--- src/rtl/cac_frame_if.sv ---
// Byte-in / frame-out bundle between the CAC UART receiver, the frame parser and its consumer.
interface cac_frame_if #(
   parameter int unsigned MAX_PAYLOAD = 16
);
   logic [7:0]               rx_data;
   logic                     rx_valid;
   logic [7:0]               frm_cmd;
   logic [4:0]               frm_len;
   logic [MAX_PAYLOAD*8-1:0] frm_payload;
   logic                     frm_valid;
   logic                     frm_ready;
   logic                     err_checksum;
   logic                     err_length;
   logic                     err_timeout;
   logic                     err_overrun;

   // Byte source and frame consumer side
   modport master (
      output rx_data, rx_valid, frm_ready,
      input  frm_cmd, frm_len, frm_payload, frm_valid,
      input  err_checksum, err_length, err_timeout, err_overrun
   );

   // Parser side
   modport slave (
      input  rx_data, rx_valid, frm_ready,
      output frm_cmd, frm_len, frm_payload, frm_valid,
      output err_checksum, err_length, err_timeout, err_overrun
   );
endinterface

--- src/rtl/cac_frame_parser.sv ---
// Parses SOF/CMD/LEN/payload/CHK byte frames and holds each good frame until consumed.
// Optional inter-byte timeout is compiled in with `define CAC_FRAME_TIMEOUT_EN.
module cac_frame_parser #(
   parameter logic [7:0]  SOF_BYTE       = 8'hA5,
   parameter int unsigned MAX_PAYLOAD    = 16,
   parameter int unsigned TIMEOUT_CYCLES = 100000
) (
   input logic        clk,
   input logic        rst,
   cac_frame_if.slave bus
);

   localparam int unsigned PW = MAX_PAYLOAD * 8;

   localparam logic [2:0] S_IDLE    = 3'd0;
   localparam logic [2:0] S_CMD     = 3'd1;
   localparam logic [2:0] S_LEN     = 3'd2;
   localparam logic [2:0] S_PAYLOAD = 3'd3;
   localparam logic [2:0] S_CHECK   = 3'd4;
   localparam logic [2:0] S_HOLD    = 3'd5;

   logic [2:0]                  state_q, state_d;
   logic [7:0]                  xor_q, xor_d;
   logic [4:0]                  cnt_q, cnt_d;
   logic [7:0]                  cmd_q, cmd_d;
   logic [4:0]                  len_q, len_d;
   logic [MAX_PAYLOAD-1:0][7:0] buf_q, buf_d;

   logic [7:0]                  frm_cmd_q, frm_cmd_d;
   logic [4:0]                  frm_len_q, frm_len_d;
   logic [PW-1:0]               frm_payload_q, frm_payload_d;
   logic                        frm_valid_q, frm_valid_d;
   logic                        err_checksum_q, err_checksum_d;
   logic                        err_length_q, err_length_d;
   logic                        err_overrun_q, err_overrun_d;

`ifdef CAC_FRAME_TIMEOUT_EN
   localparam int unsigned TW = (TIMEOUT_CYCLES > 1) ? $clog2(TIMEOUT_CYCLES) : 1;
   logic [TW-1:0] tmo_q, tmo_d;
   logic          err_timeout_q, err_timeout_d;
`endif

   // Next-state and datapath
   always_comb begin
      state_d        = state_q;
      xor_d          = xor_q;
      cnt_d          = cnt_q;
      cmd_d          = cmd_q;
      len_d          = len_q;
      buf_d          = buf_q;
      frm_cmd_d      = frm_cmd_q;
      frm_len_d      = frm_len_q;
      frm_payload_d  = frm_payload_q;
      frm_valid_d    = frm_valid_q;
      err_checksum_d = 1'b0;
      err_length_d   = 1'b0;
      err_overrun_d  = 1'b0;
`ifdef CAC_FRAME_TIMEOUT_EN
      tmo_d          = tmo_q;
      err_timeout_d  = 1'b0;
`endif

      case (state_q)
         S_IDLE: begin
            // Clearing the work buffer here keeps bytes beyond LEN at zero
            if (bus.rx_valid && bus.rx_data == SOF_BYTE) begin
               state_d = S_CMD;
               buf_d   = '0;
               cnt_d   = 5'd0;
               xor_d   = 8'h00;
            end
         end
         S_CMD: begin
            if (bus.rx_valid) begin
               cmd_d   = bus.rx_data;
               xor_d   = bus.rx_data;
               state_d = S_LEN;
            end
         end
         S_LEN: begin
            if (bus.rx_valid) begin
               xor_d = xor_q ^ bus.rx_data;
               if (bus.rx_data > 8'(MAX_PAYLOAD)) begin
                  err_length_d = 1'b1;
                  state_d      = S_IDLE;
               end else if (bus.rx_data == 8'h00) begin
                  len_d   = 5'd0;
                  state_d = S_CHECK;
               end else begin
                  len_d   = 5'(bus.rx_data);
                  cnt_d   = 5'd0;
                  state_d = S_PAYLOAD;
               end
            end
         end
         S_PAYLOAD: begin
            if (bus.rx_valid) begin
               for (int unsigned i = 0; i < MAX_PAYLOAD; i++) begin
                  if (cnt_q == 5'(i)) buf_d[i] = bus.rx_data;
               end
               xor_d = xor_q ^ bus.rx_data;
               if (cnt_q == len_q - 5'd1) state_d = S_CHECK;
               else                       cnt_d   = cnt_q + 5'd1;
            end
         end
         S_CHECK: begin
            if (bus.rx_valid) begin
               if (bus.rx_data == xor_q) begin
                  frm_cmd_d     = cmd_q;
                  frm_len_d     = len_q;
                  frm_payload_d = buf_q;
                  frm_valid_d   = 1'b1;
                  state_d       = S_HOLD;
               end else begin
                  err_checksum_d = 1'b1;
                  state_d        = S_IDLE;
               end
            end
         end
         S_HOLD: begin
            // Bytes arriving while a frame is held are dropped
            if (bus.rx_valid) err_overrun_d = 1'b1;
            if (frm_valid_q && bus.frm_ready) begin
               frm_valid_d = 1'b0;
               state_d     = S_IDLE;
            end
         end
         default: state_d = S_IDLE;
      endcase

`ifdef CAC_FRAME_TIMEOUT_EN
      // Inter-byte silence counter, live only while a frame is partially received
      if (state_q == S_CMD || state_q == S_LEN || state_q == S_PAYLOAD || state_q == S_CHECK) begin
         if (bus.rx_valid) begin
            tmo_d = '0;
         end else if (tmo_q >= TW'(TIMEOUT_CYCLES - 1)) begin
            tmo_d         = '0;
            err_timeout_d = 1'b1;
            state_d       = S_IDLE;
         end else begin
            tmo_d = tmo_q + TW'(1);
         end
      end else begin
         tmo_d = '0;
      end
`endif
   end

   always_ff @(posedge clk) begin
      if (!rst) begin
         state_q        <= S_IDLE;
         xor_q          <= 8'h00;
         cnt_q          <= 5'd0;
         cmd_q          <= 8'h00;
         len_q          <= 5'd0;
         buf_q          <= '0;
         frm_cmd_q      <= 8'h00;
         frm_len_q      <= 5'd0;
         frm_payload_q  <= '0;
         frm_valid_q    <= 1'b0;
         err_checksum_q <= 1'b0;
         err_length_q   <= 1'b0;
         err_overrun_q  <= 1'b0;
`ifdef CAC_FRAME_TIMEOUT_EN
         tmo_q          <= '0;
         err_timeout_q  <= 1'b0;
`endif
      end else begin
         state_q        <= state_d;
         xor_q          <= xor_d;
         cnt_q          <= cnt_d;
         cmd_q          <= cmd_d;
         len_q          <= len_d;
         buf_q          <= buf_d;
         frm_cmd_q      <= frm_cmd_d;
         frm_len_q      <= frm_len_d;
         frm_payload_q  <= frm_payload_d;
         frm_valid_q    <= frm_valid_d;
         err_checksum_q <= err_checksum_d;
         err_length_q   <= err_length_d;
         err_overrun_q  <= err_overrun_d;
`ifdef CAC_FRAME_TIMEOUT_EN
         tmo_q          <= tmo_d;
         err_timeout_q  <= err_timeout_d;
`endif
      end
   end

   assign bus.frm_cmd      = frm_cmd_q;
   assign bus.frm_len      = frm_len_q;
   assign bus.frm_payload  = frm_payload_q;
   assign bus.frm_valid    = frm_valid_q;
   assign bus.err_checksum = err_checksum_q;
   assign bus.err_length   = err_length_q;
   assign bus.err_overrun  = err_overrun_q;
`ifdef CAC_FRAME_TIMEOUT_EN
   assign bus.err_timeout  = err_timeout_q;
`else
   assign bus.err_timeout  = 1'b0;
`endif

endmodule

--- src/flat_wrapper.sv ---
// flat-port wrapper written by rule: the top's interface ports become plain ports
module cac_frame_parser_flat 
#(
   parameter logic [7:0]  SOF_BYTE       = 8'hA5,
   parameter int unsigned MAX_PAYLOAD    = 16,
   parameter int unsigned TIMEOUT_CYCLES = 100000
)
  (clk, rst, bus_rx_data, bus_rx_valid, bus_frm_ready, bus_frm_cmd, bus_frm_len, bus_frm_payload, bus_frm_valid, bus_err_checksum, bus_err_length, bus_err_timeout, bus_err_overrun);
  cac_frame_if #(.MAX_PAYLOAD(MAX_PAYLOAD)) bus_i ();
  input logic clk;
  input logic rst;
  input wire logic [$bits(bus_i.rx_data)-1:0] bus_rx_data;
  input wire logic [$bits(bus_i.rx_valid)-1:0] bus_rx_valid;
  input wire logic [$bits(bus_i.frm_ready)-1:0] bus_frm_ready;
  output wire logic [$bits(bus_i.frm_cmd)-1:0] bus_frm_cmd;
  output wire logic [$bits(bus_i.frm_len)-1:0] bus_frm_len;
  output wire logic [$bits(bus_i.frm_payload)-1:0] bus_frm_payload;
  output wire logic [$bits(bus_i.frm_valid)-1:0] bus_frm_valid;
  output wire logic [$bits(bus_i.err_checksum)-1:0] bus_err_checksum;
  output wire logic [$bits(bus_i.err_length)-1:0] bus_err_length;
  output wire logic [$bits(bus_i.err_timeout)-1:0] bus_err_timeout;
  output wire logic [$bits(bus_i.err_overrun)-1:0] bus_err_overrun;
  assign bus_i.rx_data = bus_rx_data;
  assign bus_i.rx_valid = bus_rx_valid;
  assign bus_i.frm_ready = bus_frm_ready;
  assign bus_frm_cmd = bus_i.frm_cmd;
  assign bus_frm_len = bus_i.frm_len;
  assign bus_frm_payload = bus_i.frm_payload;
  assign bus_frm_valid = bus_i.frm_valid;
  assign bus_err_checksum = bus_i.err_checksum;
  assign bus_err_length = bus_i.err_length;
  assign bus_err_timeout = bus_i.err_timeout;
  assign bus_err_overrun = bus_i.err_overrun;
  cac_frame_parser #(.SOF_BYTE(SOF_BYTE), .MAX_PAYLOAD(MAX_PAYLOAD), .TIMEOUT_CYCLES(TIMEOUT_CYCLES)) u_core (.clk(clk), .rst(rst), .bus(bus_i));
endmodule
--- config.mk ---
export PLATFORM = sky130hd
export DESIGN_NAME = cac_frame_parser_flat
export DESIGN_NICKNAME = d
export VERILOG_FILES = /design/src/rtl/cac_frame_if.sv /design/src/rtl/cac_frame_parser.sv /design/src/flat_wrapper.sv
export SDC_FILE = /design/constraint.sdc
export NUM_CORES = 1
export LEC_CHECK = 0
export ABC_AREA = 0
export CORE_MARGIN = 8
export CORE_UTILIZATION = 55
export CTS_BUF_LIST = sky130_fd_sc_hd__clkbuf_4 sky130_fd_sc_hd__clkbuf_8 sky130_fd_sc_hd__clkbuf_16
export CTS_CLUSTER_SIZE = 25
export DETAILED_ROUTE_END_ITERATION = 8
export GPL_TIMING_DRIVEN = 0
export PLACE_DENSITY = 0.92
export SLEW_MARGIN = 20
export SYNTH_ARGS = -nofsm -noshare
export SYNTH_HDL_FRONTEND = slang
export SYNTH_SLANG_ARGS = --single-unit
export TNS_END_PERCENT = 100
--- constraint.sdc ---
create_clock -name clk -period 3.09 [get_ports clk]
set_clock_uncertainty 0.1 [all_clocks]
set_input_delay 0.618 -clock clk [delete_from_list [all_inputs] [get_ports clk]]
set_output_delay 0.618 -clock clk [all_outputs]
set_load 0.01 [all_outputs]
==> metrics.txt <==
status=completed; Final Hold Vio Count=0; CTS clk-pin slew, worst paths=0.06 ns; Fin Hold WS=0.2543 ns; Post-Route WL=33430 um; detailed router's first-iteration violation count=661; XOR/XNOR share of the synthesized area=1.032%; Overflow after GRT=0; DR pass1 iterations=6; final clock period utilization by the worst path=95.38%; crit path to=u_core.buf_q[112]; Seq/Total Area, Yosys=50.90%; power density cells=537.3 nW/um^2; Antenna Nets Post-Route=0; Slew @ Worst Pin=0.8889 ns; final setup vio count=0; FP Rows=53; die area=26560 sq um; Die X=163.0 um; largest family of logic cells by synthesized area=multiplexers; yosys warns=0; largest net degree at the start of global routing=15; Die H=163.0 um; Max-slew headroom=40.74%; clk root buf=clkbuf_16; Simple-Gate Fraction of Synth Area=13.17%; R2R Path Start=u_core.state_q[1]; CP required=3.47 ns; CP Launch Type=flip-flop; Port Buffers=147; worst r2r dst=u_core.buf_q[112]; commonest cells after routing, fill and taps aside=dfxtp_1, nor2_1, mux2i_1; static leakage power=0.006162 uW; slowest CP cell=clkbuf_1; wire per inst=20.38 um; pre-CTS setup slack=-0.3373 ns; FFs w/ async S/R, synth=0%; Worst-Skew Late Latency=0.54 ns; syn nets=1187; TritonCTS clock tree=yes; Hold Crit Class=in2reg; Syn-to-layout area delta=23.30%; Final #Nets=1365; worst setup margin=0.1427 ns; number of global-route vias before repair=9266; Tot Pwr=7869 uW; Via Count=9270; top_reg_cell synth=dfxtp_1; FF+latch count, synth=302; DPL Wire Length=22860 um; worst endpoint data arrival time=3.32 ns; initial antenna violation count=0; Max-Cap Viols=0; GP Congestion=0.8767; WS Path Type=reg2reg; multiplexer area fraction after synthesis=23.26%; post-layout min period=2.947 ns; # Post-CTS Setup Buffers=0; Avg Inst Size Synth=10.16 sq um; CP max stage delay=0.65 ns; Worst VDD drop=0.4475 mV; Compound-Gate Fraction of Synth Area=6.741%; critical path cell sequence=buf_2 -> nand2_1 -> nor2_1 -> buf_2 -> and2_1 -> clkbuf_1 -> clkbuf_1 -> mux2i_1 -> nor2_1; starting density of the core=56.33%; CTS Buffer Depth=3; I/O Pins=158; EDFF count, synth=0; GRT Util Overall=24.11%; Synth Area in Adders=0.6320%; layout cell share with drive strength beyond 1=7.912%; drc violations=0; CTS sink cnt=302; vias per cell=5.652; H-tree level count=1; Critical path origin=u_core.state_q[1]; cell count after synthesis=1169; crit path max fanout=10; R2R depth=9; Slew Limit Fails=0; fill count=1506; Ant. Diodes=0; first-pass GRT wire length=50970 um; Core Box Area=21090 sq um; Max Clk Rate=0.3393 GHz; crit end category=flip-flop; Worst R2R Setup Slack=0.14 ns; Netlist cell types=55; commonest non-fill, non-tap cell in the layout=dfxtp_1; RSZ-0062 raised after global routing=no; Mapped Area=11880 sq um; CTS buffer count=29
==> metrics by stage <==
stage               cells  util [%]  cell area (sq um)  setup TNS [ns]
finish               1640     69.46              14650               0
global route         1640     69.46              14650               0
CTS                  1640     69.44              14640               0
global placement     1591     64.94              13690          -5.670
detailed placement   1591     64.94              13690          -8.044
floorplan            1169         -              11880               0
==> cell families (layout without fill, tap and decap cells) <==
group / after synthesis / after routing
adder cells (fa/ha/maj): 6 / 6
XOR/XNOR: 14 / 14
buffers and inverters: 100 / 296
multiplexers: 276 / 276
AND/OR/NAND/NOR: 375 / 375
flip-flops: 302 / 302
other: 1 / 1
AO/OA/AOI/OAI: 95 / 95
==> registers in the layout, summed over array words and instances (netlist names), 5 cells and up <==
name / count
u_core.buf_q: 128
u_core.bus.frm_cmd: 8
u_core.bus.frm_len: 5
u_core.xor_q: 8
u_core.len_q: 5
u_core.bus.frm_payload: 128
u_core.cmd_q: 8
u_core.cnt_q: 5
==> layer usage <==
layer  global-route usage [%]  vias to the layer above  share of wire, %
met5                        0                        -                 0
met4                    12.26                        0               4.6
met3                    3.842                      109               6.7
met2                    40.51                      410                48
met1                    29.48                     4461                40
li1                         -                     4290                 -
==> repair_timing <==
item,CTS,global route
hold buffers,0,0
setup endpoints to repair,0,3
resized for setup,0,1
==> worst min path at each step <==
stage          slack [ns]         endpoint            start  depth (start not counted)
2_1_floorplan        0.34  u_core.cmd_q[0]  u_core.cmd_q[0]                          2
3_3_place_gp         0.34  u_core.cmd_q[0]  u_core.cmd_q[0]                          2
3_5_place_dp         0.35  u_core.cmd_q[1]  u_core.cmd_q[1]                          2
4_1_cts              0.24  u_core.cmd_q[6]   bus_rx_data[6]                          3
5_1_grt              0.27  u_core.cmd_q[6]   bus_rx_data[6]                          3
6_report             0.25  u_core.cmd_q[6]   bus_rx_data[6]                          3
==> worst max-delay path: cells and delay by family (launching register included) <==
family / cells / cell delay (ns)
multiplexers: 1 / 0.24
AND/OR/NAND/NOR: 4 / 0.56
flip-flops: 1 / 0.34
buffers and inverters: 4 / 1.63
==> Yosys cell counts, drive strengths merged (2+ instances only) <==
| cell type | instances | area (sq um) |
|---|---|---|
| a2111oi | 2 | 17.52 |
| a211oi | 18 | 340.3 |
| a21oi | 34 | 170.2 |
| a221oi | 3 | 26.28 |
| and2 | 7 | 43.79 |
| and3 | 2 | 12.51 |
| and3b | 3 | 26.28 |
| buf | 38 | 270.3 |
| clkbuf | 51 | 192.7 |
| dfxtp | 302 | 6046 |
| ha | 6 | 75.07 |
| inv | 10 | 37.54 |
| mux2i | 276 | 2763 |
| nand2 | 26 | 97.59 |
| nand3 | 17 | 97.60 |
| nand4 | 4 | 40.04 |
| nor2 | 298 | 1121 |
| nor2b | 2 | 12.51 |
| nor3 | 6 | 30.03 |
| nor3b | 2 | 15.01 |
| nor4 | 2 | 18.77 |
| o211a | 2 | 20.02 |
| o21a | 2 | 15.01 |
| o21ai | 20 | 100.1 |
| o22ai | 2 | 12.51 |
| o311ai | 3 | 26.28 |
| o31ai | 2 | 15.01 |
| xnor2 | 12 | 105.1 |
| xor2 | 2 | 17.52 |
==> power breakdown <==
group          total, uW  switching (uW)  internal (uW)  leakage [uW]
Combinational        404             308           95.8       0.00325
Clock               3540            1480           2060      0.000480
Sequential          3920            11.8           3910       0.00243
Total               7870            1800           6070       0.00616
==> area by class of cell <==
cell class | instances | area, sq um | area share, %
Multi-Input combinational cell | 767 | 5331 | 36.40
Sequential cell | 302 | 6046 | 41.28
Clock inverter | 9 | 110.1 | 0.7518
Tap cell | 275 | 344.1 | 2.349
Inverter | 11 | 41.29 | 0.2819
Buffer | 89 | 462.9 | 3.161
Clock buffer | 40 | 839.6 | 5.732
Timing Repair Buffer | 147 | 1471 | 10.05
No activity file was read; power rests on OpenSTA's default activity.
